==> src/rtl/block_fetch_4x4_if.sv <==
// Request, frame-memory and block-output bundle for block_fetch_4x4.
// Defining FETCH_TOPRIGHT_EN adds the top-right neighbour signals.
interface block_fetch_4x4_if;
  logic         req_valid;
  logic         req_ready;
  logic [31:0]  req_mbnumber;
  logic         mem_rd_en;
  logic [19:0]  mem_addr;
  logic [7:0]   mem_rd_data;
  logic         blk_valid;
  logic         blk_ready;
  logic [127:0] blk_pixels;
  logic [31:0]  blk_top;
  logic [31:0]  blk_left;
  logic [7:0]   blk_topleft;
  logic         top_avail;
  logic         left_avail;
  logic         blk_err;
`ifdef FETCH_TOPRIGHT_EN
  logic [31:0]  blk_topright;
  logic         topright_avail;

  modport master (
    output req_valid, req_mbnumber, mem_rd_data, blk_ready,
    input  req_ready, mem_rd_en, mem_addr, blk_valid, blk_pixels, blk_top,
           blk_left, blk_topleft, top_avail, left_avail, blk_err,
           blk_topright, topright_avail
  );

  modport slave (
    input  req_valid, req_mbnumber, mem_rd_data, blk_ready,
    output req_ready, mem_rd_en, mem_addr, blk_valid, blk_pixels, blk_top,
           blk_left, blk_topleft, top_avail, left_avail, blk_err,
           blk_topright, topright_avail
  );
`else
  modport master (
    output req_valid, req_mbnumber, mem_rd_data, blk_ready,
    input  req_ready, mem_rd_en, mem_addr, blk_valid, blk_pixels, blk_top,
           blk_left, blk_topleft, top_avail, left_avail, blk_err
  );

  modport slave (
    input  req_valid, req_mbnumber, mem_rd_data, blk_ready,
    output req_ready, mem_rd_en, mem_addr, blk_valid, blk_pixels, blk_top,
           blk_left, blk_topleft, top_avail, left_avail, blk_err
  );
`endif
endinterface

==> src/rtl/block_fetch_4x4.sv <==
// Fetches a 4x4 luma block plus its top/left/topleft neighbours from frame memory.
// Defining FETCH_TOPRIGHT_EN also fetches the four top-right neighbours.
module block_fetch_4x4 #(
  parameter int FRAME_W = 1280,
  parameter int FRAME_H = 720
) (
  input  logic              clk,
  input  logic              reset,
  block_fetch_4x4_if.slave  bus
);

  typedef enum logic [1:0] {IDLE, FETCH, DRAIN, OUT} state_t;
  typedef enum logic [2:0] {GRP_TL, GRP_TOP, GRP_LEFT, GRP_CUR, GRP_TR} grp_t;

  state_t state, state_nxt;

  logic [15:0] req_row, req_col;
  logic        accept, legal;
  logic [15:0] row, col;
  logic        top_av, left_av, err;
  logic [4:0]  idx, n_reads, rem;
  grp_t        rd_grp, pend_grp;
  logic [3:0]  rd_sub, pend_sub;
  logic        pend_valid;
  logic [19:0] row20, col20, y, x;

  logic [15:0][7:0] pix;
  logic [3:0][7:0]  top_px, left_px;
  logic [7:0]       tl_px;
`ifdef FETCH_TOPRIGHT_EN
  logic             tr_av, req_tr_ok;
  logic [3:0][7:0]  tr_px;
`endif

  assign req_row  = bus.req_mbnumber[31:16];
  assign req_col  = bus.req_mbnumber[15:0];
  assign accept   = bus.req_valid && bus.req_ready;
  assign legal    = (req_row[1:0] == 2'd0) && (req_col[1:0] == 2'd0) &&
                    ({16'd0, req_row} <= 32'(FRAME_H - 4)) &&
                    ({16'd0, req_col} <= 32'(FRAME_W - 4));
`ifdef FETCH_TOPRIGHT_EN
  assign req_tr_ok = ({16'd0, req_col} + 32'd4) <= 32'(FRAME_W - 4);
`endif

  // Read count depends only on which neighbour groups exist for this block
  always_comb begin
    n_reads = 5'd16;
    if (top_av && left_av) n_reads = n_reads + 5'd1;
    if (top_av)            n_reads = n_reads + 5'd4;
    if (left_av)           n_reads = n_reads + 5'd4;
`ifdef FETCH_TOPRIGHT_EN
    if (tr_av)             n_reads = n_reads + 5'd4;
`endif
  end

  always_ff @(posedge clk) begin
    if (reset) state <= IDLE;
    else       state <= state_nxt;
  end

  always_comb begin
    state_nxt = state;
    case (state)
      IDLE:    if (accept) state_nxt = legal ? FETCH : OUT;
      FETCH:   if (idx == n_reads - 5'd1) state_nxt = DRAIN;
      DRAIN:   state_nxt = OUT;
      OUT:     if (bus.blk_ready) state_nxt = IDLE;
      default: state_nxt = IDLE;
    endcase
  end

  // Peel the linear read index through the groups, skipping missing ones
  always_comb begin
    rd_grp = GRP_CUR;
    rd_sub = 4'd0;
    rem    = idx;
    if (top_av && left_av && rem == 5'd0) begin
      rd_grp = GRP_TL;
    end else begin
      if (top_av && left_av) rem = rem - 5'd1;
      if (top_av && rem < 5'd4) begin
        rd_grp = GRP_TOP;
        rd_sub = rem[3:0];
      end else begin
        if (top_av) rem = rem - 5'd4;
        if (left_av && rem < 5'd4) begin
          rd_grp = GRP_LEFT;
          rd_sub = rem[3:0];
        end else begin
          if (left_av) rem = rem - 5'd4;
`ifdef FETCH_TOPRIGHT_EN
          if (rem >= 5'd16) begin
            rd_grp = GRP_TR;
            rem    = rem - 5'd16;
          end
`endif
          rd_sub = rem[3:0];
        end
      end
    end
  end

  always_comb begin
    row20 = {4'd0, row};
    col20 = {4'd0, col};
    y     = row20;
    x     = col20;
    case (rd_grp)
      GRP_TL:   begin y = row20 - 20'd1;              x = col20 - 20'd1;              end
      GRP_TOP:  begin y = row20 - 20'd1;              x = col20 + {16'd0, rd_sub};    end
      GRP_LEFT: begin y = row20 + {16'd0, rd_sub};    x = col20 - 20'd1;              end
      GRP_CUR:  begin y = row20 + {18'd0, rd_sub[3:2]}; x = col20 + {18'd0, rd_sub[1:0]}; end
`ifdef FETCH_TOPRIGHT_EN
      GRP_TR:   begin y = row20 - 20'd1;              x = col20 + 20'd4 + {16'd0, rd_sub}; end
`endif
      default:  begin y = row20;                      x = col20;                      end
    endcase
  end

  // Reads return one cycle later, so the destination slot is pipelined with them
  always_ff @(posedge clk) begin
    if (reset) begin
      row        <= '0;
      col        <= '0;
      top_av     <= 1'b0;
      left_av    <= 1'b0;
      err        <= 1'b0;
      idx        <= '0;
      pend_valid <= 1'b0;
      pend_grp   <= GRP_TL;
      pend_sub   <= '0;
      pix        <= '0;
      top_px     <= '0;
      left_px    <= '0;
      tl_px      <= '0;
`ifdef FETCH_TOPRIGHT_EN
      tr_av      <= 1'b0;
      tr_px      <= '0;
`endif
    end else begin
      if (accept) begin
        row     <= req_row;
        col     <= req_col;
        idx     <= '0;
        err     <= !legal;
        top_av  <= legal && (req_row != 16'd0);
        left_av <= legal && (req_col != 16'd0);
        pix     <= '0;
        top_px  <= legal ? {4{8'h80}} : '0;
        left_px <= legal ? {4{8'h80}} : '0;
        tl_px   <= legal ? 8'h80 : 8'h00;
`ifdef FETCH_TOPRIGHT_EN
        tr_av   <= legal && (req_row != 16'd0) && req_tr_ok;
        tr_px   <= legal ? {4{8'h80}} : '0;
`endif
      end
      if (state == FETCH) idx <= idx + 5'd1;
      pend_valid <= (state == FETCH);
      pend_grp   <= rd_grp;
      pend_sub   <= rd_sub;
      if (pend_valid) begin
        case (pend_grp)
          GRP_TL:   tl_px <= bus.mem_rd_data;
          GRP_TOP:  top_px[pend_sub[1:0]] <= bus.mem_rd_data;
          GRP_LEFT: left_px[pend_sub[1:0]] <= bus.mem_rd_data;
          GRP_CUR:  pix[pend_sub] <= bus.mem_rd_data;
`ifdef FETCH_TOPRIGHT_EN
          GRP_TR:   tr_px[pend_sub[1:0]] <= bus.mem_rd_data;
`endif
          default:  ;
        endcase
      end
    end
  end

  assign bus.req_ready   = (state == IDLE) && !reset;
  assign bus.mem_rd_en   = (state == FETCH);
  assign bus.mem_addr    = (state == FETCH) ? (y * 20'(FRAME_W) + x) : 20'd0;
  assign bus.blk_valid   = (state == OUT);
  assign bus.blk_pixels  = pix;
  assign bus.blk_top     = top_px;
  assign bus.blk_left    = left_px;
  assign bus.blk_topleft = tl_px;
  assign bus.top_avail   = top_av;
  assign bus.left_avail  = left_av;
  assign bus.blk_err     = err;
`ifdef FETCH_TOPRIGHT_EN
  assign bus.blk_topright   = tr_px;
  assign bus.topright_avail = tr_av;
`endif

endmodule

==> src/flat_wrapper.sv <==
// flat-port wrapper written by rule: the top's interface ports become plain ports
module block_fetch_4x4_flat 
#(
  parameter int FRAME_W = 1280,
  parameter int FRAME_H = 720
)
  (clk, reset, bus_req_valid, bus_req_mbnumber, bus_mem_rd_data, bus_blk_ready, bus_req_ready, bus_mem_rd_en, bus_mem_addr, bus_blk_valid, bus_blk_pixels, bus_blk_top, bus_blk_left, bus_blk_topleft, bus_top_avail, bus_left_avail, bus_blk_err);
  block_fetch_4x4_if bus_i ();
  input  logic clk;
  input  logic reset;
  input wire logic [$bits(bus_i.req_valid)-1:0] bus_req_valid;
  input wire logic [$bits(bus_i.req_mbnumber)-1:0] bus_req_mbnumber;
  input wire logic [$bits(bus_i.mem_rd_data)-1:0] bus_mem_rd_data;
  input wire logic [$bits(bus_i.blk_ready)-1:0] bus_blk_ready;
  output wire logic [$bits(bus_i.req_ready)-1:0] bus_req_ready;
  output wire logic [$bits(bus_i.mem_rd_en)-1:0] bus_mem_rd_en;
  output wire logic [$bits(bus_i.mem_addr)-1:0] bus_mem_addr;
  output wire logic [$bits(bus_i.blk_valid)-1:0] bus_blk_valid;
  output wire logic [$bits(bus_i.blk_pixels)-1:0] bus_blk_pixels;
  output wire logic [$bits(bus_i.blk_top)-1:0] bus_blk_top;
  output wire logic [$bits(bus_i.blk_left)-1:0] bus_blk_left;
  output wire logic [$bits(bus_i.blk_topleft)-1:0] bus_blk_topleft;
  output wire logic [$bits(bus_i.top_avail)-1:0] bus_top_avail;
  output wire logic [$bits(bus_i.left_avail)-1:0] bus_left_avail;
  output wire logic [$bits(bus_i.blk_err)-1:0] bus_blk_err;
  assign bus_i.req_valid = bus_req_valid;
  assign bus_i.req_mbnumber = bus_req_mbnumber;
  assign bus_i.mem_rd_data = bus_mem_rd_data;
  assign bus_i.blk_ready = bus_blk_ready;
  assign bus_req_ready = bus_i.req_ready;
  assign bus_mem_rd_en = bus_i.mem_rd_en;
  assign bus_mem_addr = bus_i.mem_addr;
  assign bus_blk_valid = bus_i.blk_valid;
  assign bus_blk_pixels = bus_i.blk_pixels;
  assign bus_blk_top = bus_i.blk_top;
  assign bus_blk_left = bus_i.blk_left;
  assign bus_blk_topleft = bus_i.blk_topleft;
  assign bus_top_avail = bus_i.top_avail;
  assign bus_left_avail = bus_i.left_avail;
  assign bus_blk_err = bus_i.blk_err;
  block_fetch_4x4 #(.FRAME_W(FRAME_W), .FRAME_H(FRAME_H)) u_core (.clk(clk), .reset(reset), .bus(bus_i));
endmodule
==> config.mk <==
export PLATFORM = sky130hd
export DESIGN_NAME = block_fetch_4x4_flat
export DESIGN_NICKNAME = d
export VERILOG_FILES = /design/src/rtl/block_fetch_4x4_if.sv /design/src/rtl/block_fetch_4x4.sv /design/src/flat_wrapper.sv
export SDC_FILE = /design/constraint.sdc
export NUM_CORES = 1
export LEC_CHECK = 0
export BUFFER_PORTS_ARGS = -buffer_cell sky130_fd_sc_hd__clkbuf_2
export CAP_MARGIN = 20
export CORE_MARGIN = 1.5
export CORE_UTILIZATION = 50
export DETAILED_ROUTE_END_ITERATION = 8
export PLACE_DENSITY_LB_ADDON = 0.2
export SYNTH_ARGS = -nofsm -noshare
export SYNTH_HDL_FRONTEND = slang
export SYNTH_SLANG_ARGS = --single-unit
==> constraint.sdc <==
create_clock -name clk -period 8.6 [get_ports clk]
set_input_delay 0.43 -clock clk [delete_from_list [all_inputs] [get_ports clk]]
set_output_delay 0.43 -clock clk [all_outputs]
set_load 0.05 [all_outputs]
==> results.tsv <==
stage	metric	value	unit
die	die_h	157	µm
sta	slew_viol_final	0	
sta	fmax	128	MHz
sta	finalSetupViolations	0	
pwr	switching_share	33.3	%
synthesis	yosysTopAreaCellShare	41.5	%
detailed_routing	ant_nets	0	
worst_setup_path	startpoint_type	register	
pwr	power_frac_seq	40.8	%
synthesis	yosys_register_bits	245	
clocking	clockBufferDepth	3	
worst_setup_path	critPathMaxFanout	11	
worst_setup_path	rr_worst_depth	7	
worst_setup_path	cpPeakStageDelay	0.50	ns
detailed_routing	wl_met2	15900	µm
worst_setup_path	crit_start	u_core.bus.left_avail$_SDFFE_PP0P_	
cells_and_area	post-route-util	60.1	%
pwr	netSwitchingPower	0.00101	W
clocking	cts_tree	built	
place	dpl.hpwl	23900	µm
sta	tightest_slew	1.12	ns
worst_setup_path	worstSetupPathType	register to output port	
synthesis	syn_avg_cell_area	7.89	µm²
synthesis	seq_area_frac_synth	41.5	%
synthesis	synthTopCellsByArea	dfxtp_1 (42%), nand3_1 (8.8%), a21oi_1 (8.7%)	
status	status	complete, no violations	
worst_setup_path	required	8.17	ns
sta	tns	0	ns
die	fp.dieW	157	µm
grt	grt_max_degree	118	
die	dieArea	24600	µm²
cells_and_area	n_antenna_cell	0	
synthesis	ys.flop_type	dfxtp_1	
detailed_routing	drt_iter0_drc	1095	
clocking	clk_pin_slew	0.06	ns
pwr	intPower	0.00203	W
cells_and_area	fill_cells	2181	
worst_setup_path	endpoint	bus_mem_addr[19]	
cells_and_area	nets	1790	
pwr	p_leak	5.64	nW
detailed_routing	met1_length	16000	µm
detailed_routing	postRouteWirelength	35500	µm
synthesis	synth.most_common_cell	nand2_1	
detailed_routing	post_drt_wl_per_cell	17.5	µm
pwr	power.total	0.00304	W
pwr	ir_worst_vdd	0.158	mV
die	fp-row-count	56	
sta	rsz0062_at_grt	no	
worst_setup_path	cp.arrival	7.39	ns
synthesis	netlist_instances	1498	
synthesis	ys_types	74	
pwr	pwr-share-clk	36.4	%
sta	fin_worst_skew	0.0147	ns
detailed_routing	first_pass_iters	6	
pwr	combPwrFrac	22.8	%
grt	first_global_vias	10149	
synthesis	synth_edf_count	0	
cells_and_area	syn_to_final_growth	18.7	%
worst_setup_path	endpoint_kind	output port	
detailed_routing	met3WireLength	2650	µm
worst_setup_path	r2r-start	u_core.state[0]$_SDFFE_PP0P_	
synthesis	yosys-top-cells-count	nand2_1 (253), dfxtp_1 (245), nand3_1 (207)	
worst_hold_path	hold_path.class	input port to register	
die	core	23300	µm²
flow_run	cap_violations	0	
detailed_routing	via_count	11511	
worst_setup_path	reg2reg_slack	5.47	ns
synthesis	synthArstFlopShare	0	%
synthesis	netlist_area	11800	µm²
clocking	cts_hold_buf	0	
sta	max-slew-margin-rel	25.5	%
grt	overflow	0	
detailed_routing	vias_per_cell	5.67	
synthesis	synth_warnings	0	
grt	grt_pass1_wl	55100	µm
cells_and_area	layout-drive-gt1-share	19.8	%
clocking	clock-sinks	245	
place	port-buffer-count	269	
detailed_routing	top_layer	met4	
clocking	cts_buffers	27	
die	initial_core_util	50.6	%
synthesis	yosysTopAreaCell	dfxtp_1	
place	place.gp.congestion	0.912	
clocking	cts_max_level	1	
die	io_pins	270	
grt	antenna_found_initial	0	
pwr	powerDensity	217	nW/µm²
sta	fin_crit	7.82	ns
grt	grt_usage	27.9	%
clocking	clock_latency	0.55	ns
worst_setup_path	rr_endpoint	u_core.bus.blk_top[23]$_SDFF_PP0_	
detailed_routing	drc	0	
sta	final_hold_viol_count	0	
worst_setup_path	cp_common_cell	ha_1	
sta	fin_crit_sh	91.0	%
clocking	cts_root_buf	clkbuf_16	
worst_setup_path	cpMaxStageDelayCell	dfxtp_1	
==> power groups by stage <==
stage,sequential (W),combinational (W),clock (W)
floorplan,0.00126,0.000531,0
global placement,0.00126,0.000672,0
detailed placement,0.00126,0.000683,0
CTS,0.00124,0.000688,0.00113
global route,0.00125,0.000762,0.00117
finish,0.00124,0.000693,0.00111
==> area by class of cell <==
type	count	area [µm²]	share of cell area (%)
clock buffers	37	773	5.51
clock inverters	10	76.3	0.544
inverters	23	86.3	0.616
multi-input cells	1121	6380	45.5
flip-flops and latches	245	4900	35.0
well taps	319	399	2.85
repair buffers	276	1410	10.0
==> metrics by stage <==
step	cells	instance area, µm²	setup slack (ns)	hold WS, ns
CTS	2029	14000	0.314	0.0754
global route	2031	14000	0.128	0.108
global placement	1982	13100	1.22	0.453
finish	2031	14000	0.775	0.0985
detailed placement	1982	13100	0.911	0.458
floorplan	1499	11800	0.970	0.462
==> worst min path at each step <==
stage	cells after the start	slack (ns)	startpoint	to
finish	3	0.1	bus_req_mbnumber[12]	u_core.col[12]$_SDFFE_PP0P_
global route	3	0.11	bus_req_mbnumber[13]	u_core.col[13]$_SDFFE_PP0P_
CTS	3	0.08	bus_req_mbnumber[12]	u_core.col[12]$_SDFFE_PP0P_
detailed placement	2	0.46	u_core.bus.blk_pixels[120]$_SDFF_PP0_	u_core.bus.blk_pixels[120]$_SDFF_PP0_
global placement	2	0.45	u_core.bus.blk_pixels[44]$_SDFF_PP0_	u_core.bus.blk_pixels[44]$_SDFF_PP0_
floorplan	2	0.46	u_core.row[11]$_SDFFE_PP0P_	u_core.row[11]$_SDFFE_PP0P_
==> per-layer routing <==
layer  up-vias  global-route usage (%)
met5         -                       0
met4         0                    8.25
met2       428                    43.9
li1       5613                       -
met1      5409                    39.5
met3        61                    4.21
==> logic make-up (layout without fill, tap and decap cells) <==
family | after synthesis | count (layout) | share of synthesized area (%)
AO/OA/AOI/OAI | 324 | 324 | 16.0
other | 1 | 2 | 0.0317
AND/OR/NAND/NOR | 682 | 683 | 27.4
adder cells (fa/ha/maj) | 52 | 52 | 5.76
multiplexers | 8 | 8 | 0.678
buffers and inverters | 134 | 346 | 4.77
flip-flops | 245 | 245 | 41.5
XOR/XNOR | 52 | 52 | 3.92
==> repair_timing <==
| item | CTS | global route |
|---|---|---|
| setup buffers | 0 | 1 |
| resized for setup | 0 | 3 |
| setup endpoints to repair | 0 | 2 |
==> layout by cell type, fill, tap and decap left out, types with 13 or more instances in the layout <==
cell and n:
o21ai_0 33, nand2_1 252, xor2_1 15, nor2_1 72, a21oi_1 206, nand3_1 207
nor3_1 34, a211oi_1 13, inv_1 23, nand2b_1 26, clkbuf_16 27, dfxtp_1 245
and2_1 20, clkbuf_2 268, ha_1 47, xnor2_1 36
==> state kept, by name (all words and copies together) (netlist names) <==
signal	flops
u_core.bus.left_avail	1
u_core.state	2
u_core.pend_valid	1
u_core.bus.blk_left	32
u_core.bus.blk_top	32
u_core.pend_grp	2
u_core.bus.blk_pixels	128
u_core.col	16
u_core.pend_sub	4
u_core.bus.blk_err	1
u_core.bus.blk_topleft	8
u_core.bus.top_avail	1
u_core.idx	5
u_core.row	12
==> critical path, delay by kind of cell (launching register included) <==
family / cells / cell delay, ns
AOI/OAI and AO/OA: 8 / 1.51
xor gates and xnor gates: 5 / 0.99
adders and majority gates: 7 / 2.22
buffers and inverters: 2 / 0.44
DFF: 1 / 0.50
muxes: 2 / 0.27
and+or+nand+nor: 6 / 0.93
No activity file was read; power rests on OpenSTA's default activity.
